[config.mk]
export PLATFORM = sky130hd
export DESIGN_NAME = switch_debounce
export DESIGN_NICKNAME = d
export VERILOG_FILES = /design/src/rtl/switch_debounce_pkg.sv /design/src/rtl/switch_debounce_sync_2ff.sv /design/src/rtl/switch_debounce.sv
export SDC_FILE = /design/constraint.sdc
export NUM_CORES = 1
export LEC_CHECK = 0
export ABC_AREA = 1
export CORE_MARGIN = 5
export CORE_UTILIZATION = 50
export DETAILED_ROUTE_END_ITERATION = 7
export PLACE_DENSITY = 0.73
export SLEW_MARGIN = 20
export SYNTH_ARGS = -nofsm -noshare
export SYNTH_HDL_FRONTEND = slang
export SYNTH_SLANG_ARGS = --single-unit
[constraint.sdc]
create_clock -name clk -period 1.3 [get_ports clk]
set_clock_uncertainty 0.2 [all_clocks]
set_input_delay 0.195 -clock clk [delete_from_list [all_inputs] [get_ports clk]]
set_output_delay 0.195 -clock clk [all_outputs]
set_load 0.01 [all_outputs]
[src/rtl/switch_debounce_pkg.sv]
// Shared definitions for the switch debouncer: FSM state encodings and reset constants.
package switch_debounce_pkg;

  typedef enum logic [1:0] {
    ST_IDLE_LO = 2'd0,
    ST_WAIT_HI = 2'd1,
    ST_IDLE_HI = 2'd2,
    ST_WAIT_LO = 2'd3
  } state_e;

  localparam logic UP_DN_RST = 1'b1;

endpackage : switch_debounce_pkg

[src/rtl/switch_debounce_sync_2ff.sv]
// Two-flop synchroniser for a single asynchronous bit; synchronous active-high reset to 0.
module sync_2ff (
  input  logic clk,
  input  logic rst,
  input  logic d,
  output logic q
);

  logic s1_q;
  logic q_q;

  always_ff @(posedge clk) begin
    if (rst) begin
      s1_q <= 1'b0;
      q_q  <= 1'b0;
    end else begin
      s1_q <= d;
      q_q  <= s1_q;
    end
  end

  assign q = q_q;

endmodule : sync_2ff

[src/rtl/switch_debounce.sv]
// Debounces a raw switch: synchronise, require a stable run before accepting a new level,
// then emit level, one-cycle rise/fall pulses and a direction bit that flips on each press.
//
//  state      | meaning
//  -----------+-------------------------------------------------
//  ST_IDLE_LO | level 0 accepted, waiting for the switch to go high
//  ST_WAIT_HI | switch high, counting stable samples before committing level 1
//  ST_IDLE_HI | level 1 accepted, waiting for the switch to go low
//  ST_WAIT_LO | switch low, counting stable samples before committing level 0
module switch_debounce
  import switch_debounce_pkg::*;
#(
  parameter int unsigned DEBOUNCE_CYCLES = 1000,
  parameter int unsigned CNT_WIDTH       = 10
) (
  input  logic clk,
  input  logic rst,
  input  logic sw_in,
  output logic level,
  output logic rise,
  output logic fall,
  output logic up_dn
);

  localparam logic [CNT_WIDTH-1:0] CNT_LAST = CNT_WIDTH'(DEBOUNCE_CYCLES - 1);

  logic                 sw_s;
  state_e               state_q, state_d;
  logic [CNT_WIDTH-1:0] cnt_q, cnt_d;
  logic                 level_q, level_d;
  logic                 rise_q, rise_d;
  logic                 fall_q, fall_d;
  logic                 up_dn_q, up_dn_d;

  sync_2ff u_sync (
    .clk (clk),
    .rst (rst),
    .d   (sw_in),
    .q   (sw_s)
  );

  always_ff @(posedge clk) begin
    if (rst) begin
      state_q <= ST_IDLE_LO;
      cnt_q   <= '0;
      level_q <= 1'b0;
      rise_q  <= 1'b0;
      fall_q  <= 1'b0;
      up_dn_q <= UP_DN_RST;
    end else begin
      state_q <= state_d;
      cnt_q   <= cnt_d;
      level_q <= level_d;
      rise_q  <= rise_d;
      fall_q  <= fall_d;
      up_dn_q <= up_dn_d;
    end
  end

  always_comb begin
    state_d = state_q;
    cnt_d   = cnt_q;
    level_d = level_q;
    rise_d  = 1'b0;
    fall_d  = 1'b0;
    up_dn_d = up_dn_q;

    case (state_q)
      ST_IDLE_LO: begin
        if (sw_s) begin
          state_d = ST_WAIT_HI;
          cnt_d   = '0;
        end
      end
      ST_WAIT_HI: begin
        if (!sw_s) begin
          state_d = ST_IDLE_LO;
          cnt_d   = '0;
        end else if (cnt_q == CNT_LAST) begin
          state_d = ST_IDLE_HI;
          cnt_d   = '0;
          level_d = 1'b1;
          rise_d  = 1'b1;
          up_dn_d = ~up_dn_q;
        end else begin
          cnt_d = cnt_q + CNT_WIDTH'(1);
        end
      end
      ST_IDLE_HI: begin
        if (!sw_s) begin
          state_d = ST_WAIT_LO;
          cnt_d   = '0;
        end
      end
      ST_WAIT_LO: begin
        // Release commits only clear the level; direction changes on presses alone.
        if (sw_s) begin
          state_d = ST_IDLE_HI;
          cnt_d   = '0;
        end else if (cnt_q == CNT_LAST) begin
          state_d = ST_IDLE_LO;
          cnt_d   = '0;
          level_d = 1'b0;
          fall_d  = 1'b1;
        end else begin
          cnt_d = cnt_q + CNT_WIDTH'(1);
        end
      end
      default: begin
        state_d = ST_IDLE_LO;
        cnt_d   = '0;
      end
    endcase
  end

  assign level = level_q;
  assign rise  = rise_q;
  assign fall  = fall_q;
  assign up_dn = up_dn_q;

endmodule : switch_debounce

==> impl_results.md, run 1 <==
- Outcome: complete, but fails checks
- Failing checks: setup timing
- PortBufs: 6
- DRC Markers: 0
- Worst EP arrival: 1.41 ns
- Placed insts: 172
- Synthesized area per cell: 7.032 um2
- Gate Count Post-Synth: 129
- Post-synth top area share: 39.72%
- Min-delay src: sw_in
- H-tree levels: 1
- Via count: 848
- Area post-placement: 0.001111 mm2
- MaxCap Viol Count: 0
- Finished Cell Area: 0.001225 mm2
- Share of layout cells above drive strength 1: 37.09%
- RSZ-0062 raised after global routing: true
- Dominant synthesized flop cell: dfxtp_1
- CP Max Fanout: 6
- Final net count: 156
- Routed len/inst: 11.73 um
- VDD IR max: 0.4772 mV
- Area of the multi-input gates: 556.8 um2
- Yosys warnings: 0
- Final setup vio count: 16
- Initial Util: 52.54%
- TritonRoute pass-1 iters: 4
- Worst setup margin: -0.1241 ns
- Total congestion overflow: 0
- Post-route minimum period: 1.424 ns
- Hold WC Path Type: in2reg
- Syn Nets: 133
- Clock root cell: clkbuf_4
- Critical path class: reg2reg
- CTS max path bufs: 2
- Filler cells: 147
- Post-synthesis sequential area ratio: 39.72%
- Routability Congestion: 0.7690
- Dominant cells by area after synthesis: dfxtp_1 (40%), nand2_1 (13%), inv_1 (8.7%)
- Cell taking the most area after synthesis: dfxtp_1
- Antenna diode count: 0
- Fmax: 702.2 MHz
- Final Hold Viols: 0
- Power per cell area: 792.8 mW/mm2
- RR Startpoint: cnt_q[0]$_SDFFE_PP0P_
- R2R Setup Slk: -0.12 ns
- Tightest Pin Transition: 0.3586 ns
- Initial DRC Count: 14
- Crit share post-route: 109.5%
- Post-CTS Setup Bufs: 0
- Die Y: 52.60 um
- WL final: 2.064 mm
- CORE AREA: 0.001727 mm2
- Final Non-Filler Cells: 176
- Antenna Violating Nets Remaining: 0
- CTS Buf Count: 3
- FP Rows: 15
- Clock sink total: 18
- Rel. slew slack: 76.07%
- Vias in the first global route: 804
- Critical Path End Type: register
- Setup crit start kind: register
- Seq. cell area: 369.1 um2
- IO Pins: 7
- Pwr Total: 0.0009711 W
- Largest net degree at the start of global routing: 11
- CTS tree: done
- Initial antenna violation count: 0
- Die ar.: 0.002766 mm2
- Pleak: 0.5495 nW
- Synth top cells by count: nand2_1 (32), inv_1 (21), dfxtp_1 (18), nor2_1 (13), nand3_1 (11)
- Most common cell in the netlist: nand2_1
- Crit path required time: 1.28 ns
- Count of state elements after synthesis: 18
- Synth async-reset ratio: 0%
- Setup TNS: -1.279 ns
- Slew Limit Fails: 0
- Dpl hpwl: 1.466 mm
- Setup crit start: cnt_q[0]$_SDFFE_PP0P_
- Clock Latency Late Sink: 0.30 ns
- CTS clk-pin slew, worst paths: 0.10 ns
- Mapped Area: 907.1 um2
- First-pass GRT wire length: 3.505 mm
- Die X: 52.60 um
- Vias/cell: 4.818
- Layout Utilization: 70.94%
- Area growth syn-to-layout: 35.03%
- Post-synth EDFFs: 0
- GRT Util Overall: 17.92%
- Synth cell types: 22
## worst paths after layout
path,endpoint,cells past startpoint
min,u_sync.s1_q$_SDFF_PP0_,3
max reg2reg,up_dn$_SDFFE_PP1P_,6
max,up_dn$_SDFFE_PP1P_,6
min reg2reg,u_sync.q$_SDFF_PP0_,2
## placed cells by master (no fill, tap or decap), drive strengths merged
cell type	count
a21oi	8
ha	1
nor2	17
o21a	1
nand4	2
clkbuf	6
nand3	13
buf	13
inv	22
dfxtp	18
xor2	3
clkdlybuf4s15	2
nand2	37
a21o	1
o21ai	4
clkdlybuf4s50	2
nor3	1
## sequential cells by signal, indices dropped and copies added (netlist names), named ones only
| name | cells |
|---|---|
| rise | 1 |
| u_sync.q | 1 |
| fall | 1 |
| state_q | 1 |
| u_sync.s1_q | 1 |
| up_dn | 1 |
| cnt_q | 10 |
| level | 1 |
## worst max-delay path, stage by stage, from the launching register on
cell and delay [ns]:
dfxtp_2 0.37, ha_4 0.15, nand2_4 0.05, nor2_4 0.19
nand4_1 0.19, nand2_1 0.09, nand3_1 0.06
## stage by stage
step / hold WS [ns] / worst slack (ns)
detailed placement: 0.1955 / -0.1460
global placement: 0.1923 / -0.08593
finish: 0.2014 / -0.1241
CTS: 0.1876 / -0.1203
floorplan: 0.1020 / -0.05977
global route: 0.2231 / -0.2125
## power breakdown
part,internal [W],switching (W)
Combinational,0.0000208,0.0000340
Clock,0.000171,0.000187
Sequential,0.000555,0.00000291
## cell type report
cell class	count	area share [%]
Clock buffer	4	2.962
Inverter	22	6.742
Multi-Input combinational cell	88	45.45
Sequential cell	18	30.13
Tap cell	25	2.554
Timing Repair Buffer	19	12.16
## cell families (layout without fill, tap and decap cells)
group | Yosys count | count (layout) | share of synthesized area (%)
flip-flops | 18 | 18 | 39.72
buffers and inverters | 23 | 45 | 9.931
XOR/XNOR | 3 | 3 | 2.897
AND/OR/NAND/NOR | 70 | 70 | 36.97
AO/OA/AOI/OAI | 14 | 14 | 9.104
adder cells (fa/ha/maj) | 1 | 1 | 1.379
## layer usage
layer / GRT usage (%) / part of all wire (%)
met1: 21.12 / 47
met2: 29.96 / 49
met3: 5.128 / 2.7
met4: 7.660 / 1.7
met5: 0 / 0
## repair_timing
action                     CTS  global route
resized for setup           21            16
pin swaps                   13             2
setup endpoints to repair   20            20
hold buffers                 0             0
No activity file was read; power rests on OpenSTA's default activity.
==> run 2: changes to the inputs <==
- ABC_CLOCK_PERIOD_IN_PS: default -> 1300
- CORE_ASPECT_RATIO: default -> 1.75
- CORE_UTILIZATION: 50 -> 24
- PLACE_DENSITY: 0.73 -> default
==> impl_results.md, run 2 (synthesis results as in run 1) <==
- Number of flip-flops in the largest register: 10 (unchanged)
- Final Hold Viols: 0 (unchanged)
- Largest net degree at the start of global routing: 11 (unchanged)
- Clock Latency Late Sink: 0.26 ns (was 0.30 ns)
- Initial Util: 25.00% (was 52.54%)
- Rel. slew slack: 77.80% (was 76.07%)
- RSZ-0062 raised after global routing: true (unchanged)
- First-pass GRT wire length: 3.767 mm (was 3.505 mm)
- Antenna diode count: 0 (unchanged)
- CTS clk-pin slew, worst paths: 0.06 ns (was 0.10 ns)
- Setup crit start kind: register (unchanged)
- Pwr Total: 0.001016 W (was 0.0009711 W)
- Crit path required time: 1.25 ns (was 1.28 ns)
- Vias/cell: 4.309 (was 4.818)
- Routed len/inst: 10.86 um (was 11.73 um)
- Clock root cell: clkbuf_8 (was clkbuf_4)
- Net Sw Frac: 22.78% (was 23.07%)
- Post-route minimum period: 1.418 ns (was 1.424 ns)
- Fmax: 705.0 MHz (was 702.2 MHz)
- Total congestion overflow: 0 (unchanged)
- Antenna Violating Nets Remaining: 0 (unchanged)
- VDD IR max: 0.5338 mV (was 0.4772 mV)
- CTS tree: done (unchanged)
- Hold_ws: 0.2091 ns (was 0.2014 ns)
- CTS max path bufs: 2 (unchanged)
- Hold WC Path Type: reg2reg (was in2reg)
- CORE AREA: 0.003628 mm2 (was 0.001727 mm2)
- Seq. cell area: 362.8 um2 (was 369.1 um2)
- Finished Cell Area: 0.001290 mm2 (was 0.001225 mm2)
- Failing checks: setup timing (unchanged)
- Sequential power share: 55.0% (was 57.5%)
- GRT Util Overall: 9.387% (was 17.92%)
- TritonRoute pass-1 iters: 4 (unchanged)
- Final net count: 164 (was 156)
- Area growth syn-to-layout: 42.21% (was 35.03%)
- Die X: 56.48 um (was 52.60 um)
- PortBufs: 6 (unchanged)
- Switching pwr: 0.0002314 W (was 0.0002241 W)
- Critical path class: reg2reg (unchanged)
- Dpl hpwl: 1.617 mm (was 1.466 mm)
- Area post-placement: 0.001175 mm2 (was 0.001111 mm2)
- Clock Power Share: 39.1% (was 36.9%)
- Pleak: 0.6034 nW (was 0.5495 nW)
- DRC Markers: 0 (unchanged)
- Vias in the first global route: 908 (was 804)
- Via count: 879 (was 848)
- Critical Path End Type: register (unchanged)
- Routability Congestion: 0.8107 (was 0.7690)
- CTS Buf Count: 3 (unchanged)
- H-tree levels: 1 (unchanged)
- Initial antenna violation count: 0 (unchanged)
- Internal: 0.0007843 W (was 0.0007470 W)
- Commonest cells after routing, fill and taps aside: nand2_1 (28), buf_4 (20), inv_1 (19) (was nand2_1 (28), inv_1 (19), buf_4 (13))
- Crit share post-route: 109.1% (was 109.5%)
- DP Worst Slack: -0.1742 ns (was -0.1460 ns)
- Combinational fraction of design power: 5.9% (was 5.6%)
- Clock sink total: 18 (unchanged)
- WL final: 2.216 mm (was 2.064 mm)
- CP Max Fanout: 6 (unchanged)
- Worst setup margin: -0.1184 ns (was -0.1241 ns)
- Biggest register: cnt_q (unchanged)
- Filler cells: 397 (was 147)
- Commonest non-fill, non-tap cell in the layout: nand2_1 (unchanged)
- Final setup vio count: 16 (unchanged)
- Tightest Pin Transition: 0.3326 ns (was 0.3586 ns)
- Worst EP arrival: 1.37 ns (was 1.41 ns)
- MaxCap Viol Count: 0 (unchanged)
- Die ar.: 0.005158 mm2 (was 0.002766 mm2)
- Share of layout cells above drive strength 1: 32.28% (was 37.09%)
- IO Pins: 7 (unchanged)
- FP Rows: 29 (was 15)
- Initial DRC Count: 24 (was 14)
- Outcome: complete, but fails checks (unchanged)
- Layout Utilization: 35.55% (was 70.94%)
- Slew Limit Fails: 0 (unchanged)
- Power per cell area: 787.4 mW/mm2 (was 792.8 mW/mm2)
- Die Y: 91.33 um (was 52.60 um)
- Area of the multi-input gates: 539.3 um2 (was 556.8 um2)
## run 2: cell types whose count changed in the layout (fill, tap and decap cells not counted), moves of 2 or more
cell           change
buf_4              +7
clkbuf_2           -2
dfxtp_2            -5
nand3_1            +2
dfxtp_1            +5
clkbuf_8           +2
clkbuf_4           -3
dlygate4sd2_1      +3
a21oi_1            +2
## run 2: final timing paths
| path | slack, ns | to | from | depth (start not counted) |
|---|---|---|---|---|
| setup / recovery | -0.12 | cnt_q[4]$_SDFFE_PP0P_ | cnt_q[0]$_SDFFE_PP0P_ | 8 |
| hold / removal | 0.21 | u_sync.q$_SDFF_PP0_ | u_sync.s1_q$_SDFF_PP0_ | 2 |
| setup reg to reg | -0.12 | cnt_q[4]$_SDFFE_PP0P_ | cnt_q[0]$_SDFFE_PP0P_ | 8 |
| hold reg to reg | 0.21 | u_sync.q$_SDFF_PP0_ | u_sync.s1_q$_SDFF_PP0_ | 2 |
## run 2: area by class of cell
type	instances	share of cell area [%]
multi-input cells	89	41.80
flip-flops and latches	18	28.13
repair buffers	26	16.00
inverters	22	6.402
well taps	46	4.462
clock buffers	3	3.201
## run 2: repair_timing
item / CTS / global route
setup endpoints to repair: 20 / 17
gates resized for setup: 11 / 8
hold buffers: 0 / 0
hold endpoints to repair: 0 / 0
cloned: 0 / 1
buffers inserted: 1 / 1
pin swaps: 6 / 0
## run 2: worst max-delay path, stage by stage, from the launching register on
cell and delay (ns):
dfxtp_2 0.35, ha_4 0.15, nand2_4 0.06, nor2_4 0.18, nand2_4 0.10, nand2_4 0.08
nand2_4 0.06, nand2_4 0.09, nor2_1 0.04
## run 2: power groups by stage
stage / Sequential (W) / Combinational, W / Clock (W)
CTS: 0.000558 / 0.0000561 / 0.000402
global route: 0.000558 / 0.0000651 / 0.000423
detailed placement: 0.000571 / 0.0000510 / 0
global placement: 0.000570 / 0.0000509 / 0
floorplan: 0.000570 / 0.0000302 / 0
finish: 0.000558 / 0.0000602 / 0.000397
## run 2: through the flow
| step | setup TNS [ns] | std cells |
|---|---|---|
| 2_1_floorplan | -0.3493 | 129 |
| 3_3_place_gp | -1.447 | 198 |
| 3_5_place_dp | -1.724 | 198 |
| 4_1_cts | -1.375 | 202 |
| 5_1_grt | -3.054 | 204 |
| 6_report | -1.431 | 204 |
## run 2: routing by layer
| metal | GRT usage, % | vias up | part of all wire, % |
|---|---|---|---|
| li1 | - | 458 | - |
| met1 | 8.183 | 405 | 37 |
| met2 | 18.05 | 11 | 57 |
| met3 | 2.270 | 5 | 2.9 |
| met4 | 6.139 | 0 | 2.5 |
| met5 | 0 | - | 0 |
==> run 3: changes to the inputs <==
- ABC_CLOCK_PERIOD_IN_PS: 1300 -> default
==> results of run 3 <==
No change in the layout: final DEF, timing and power equal those of run 2.
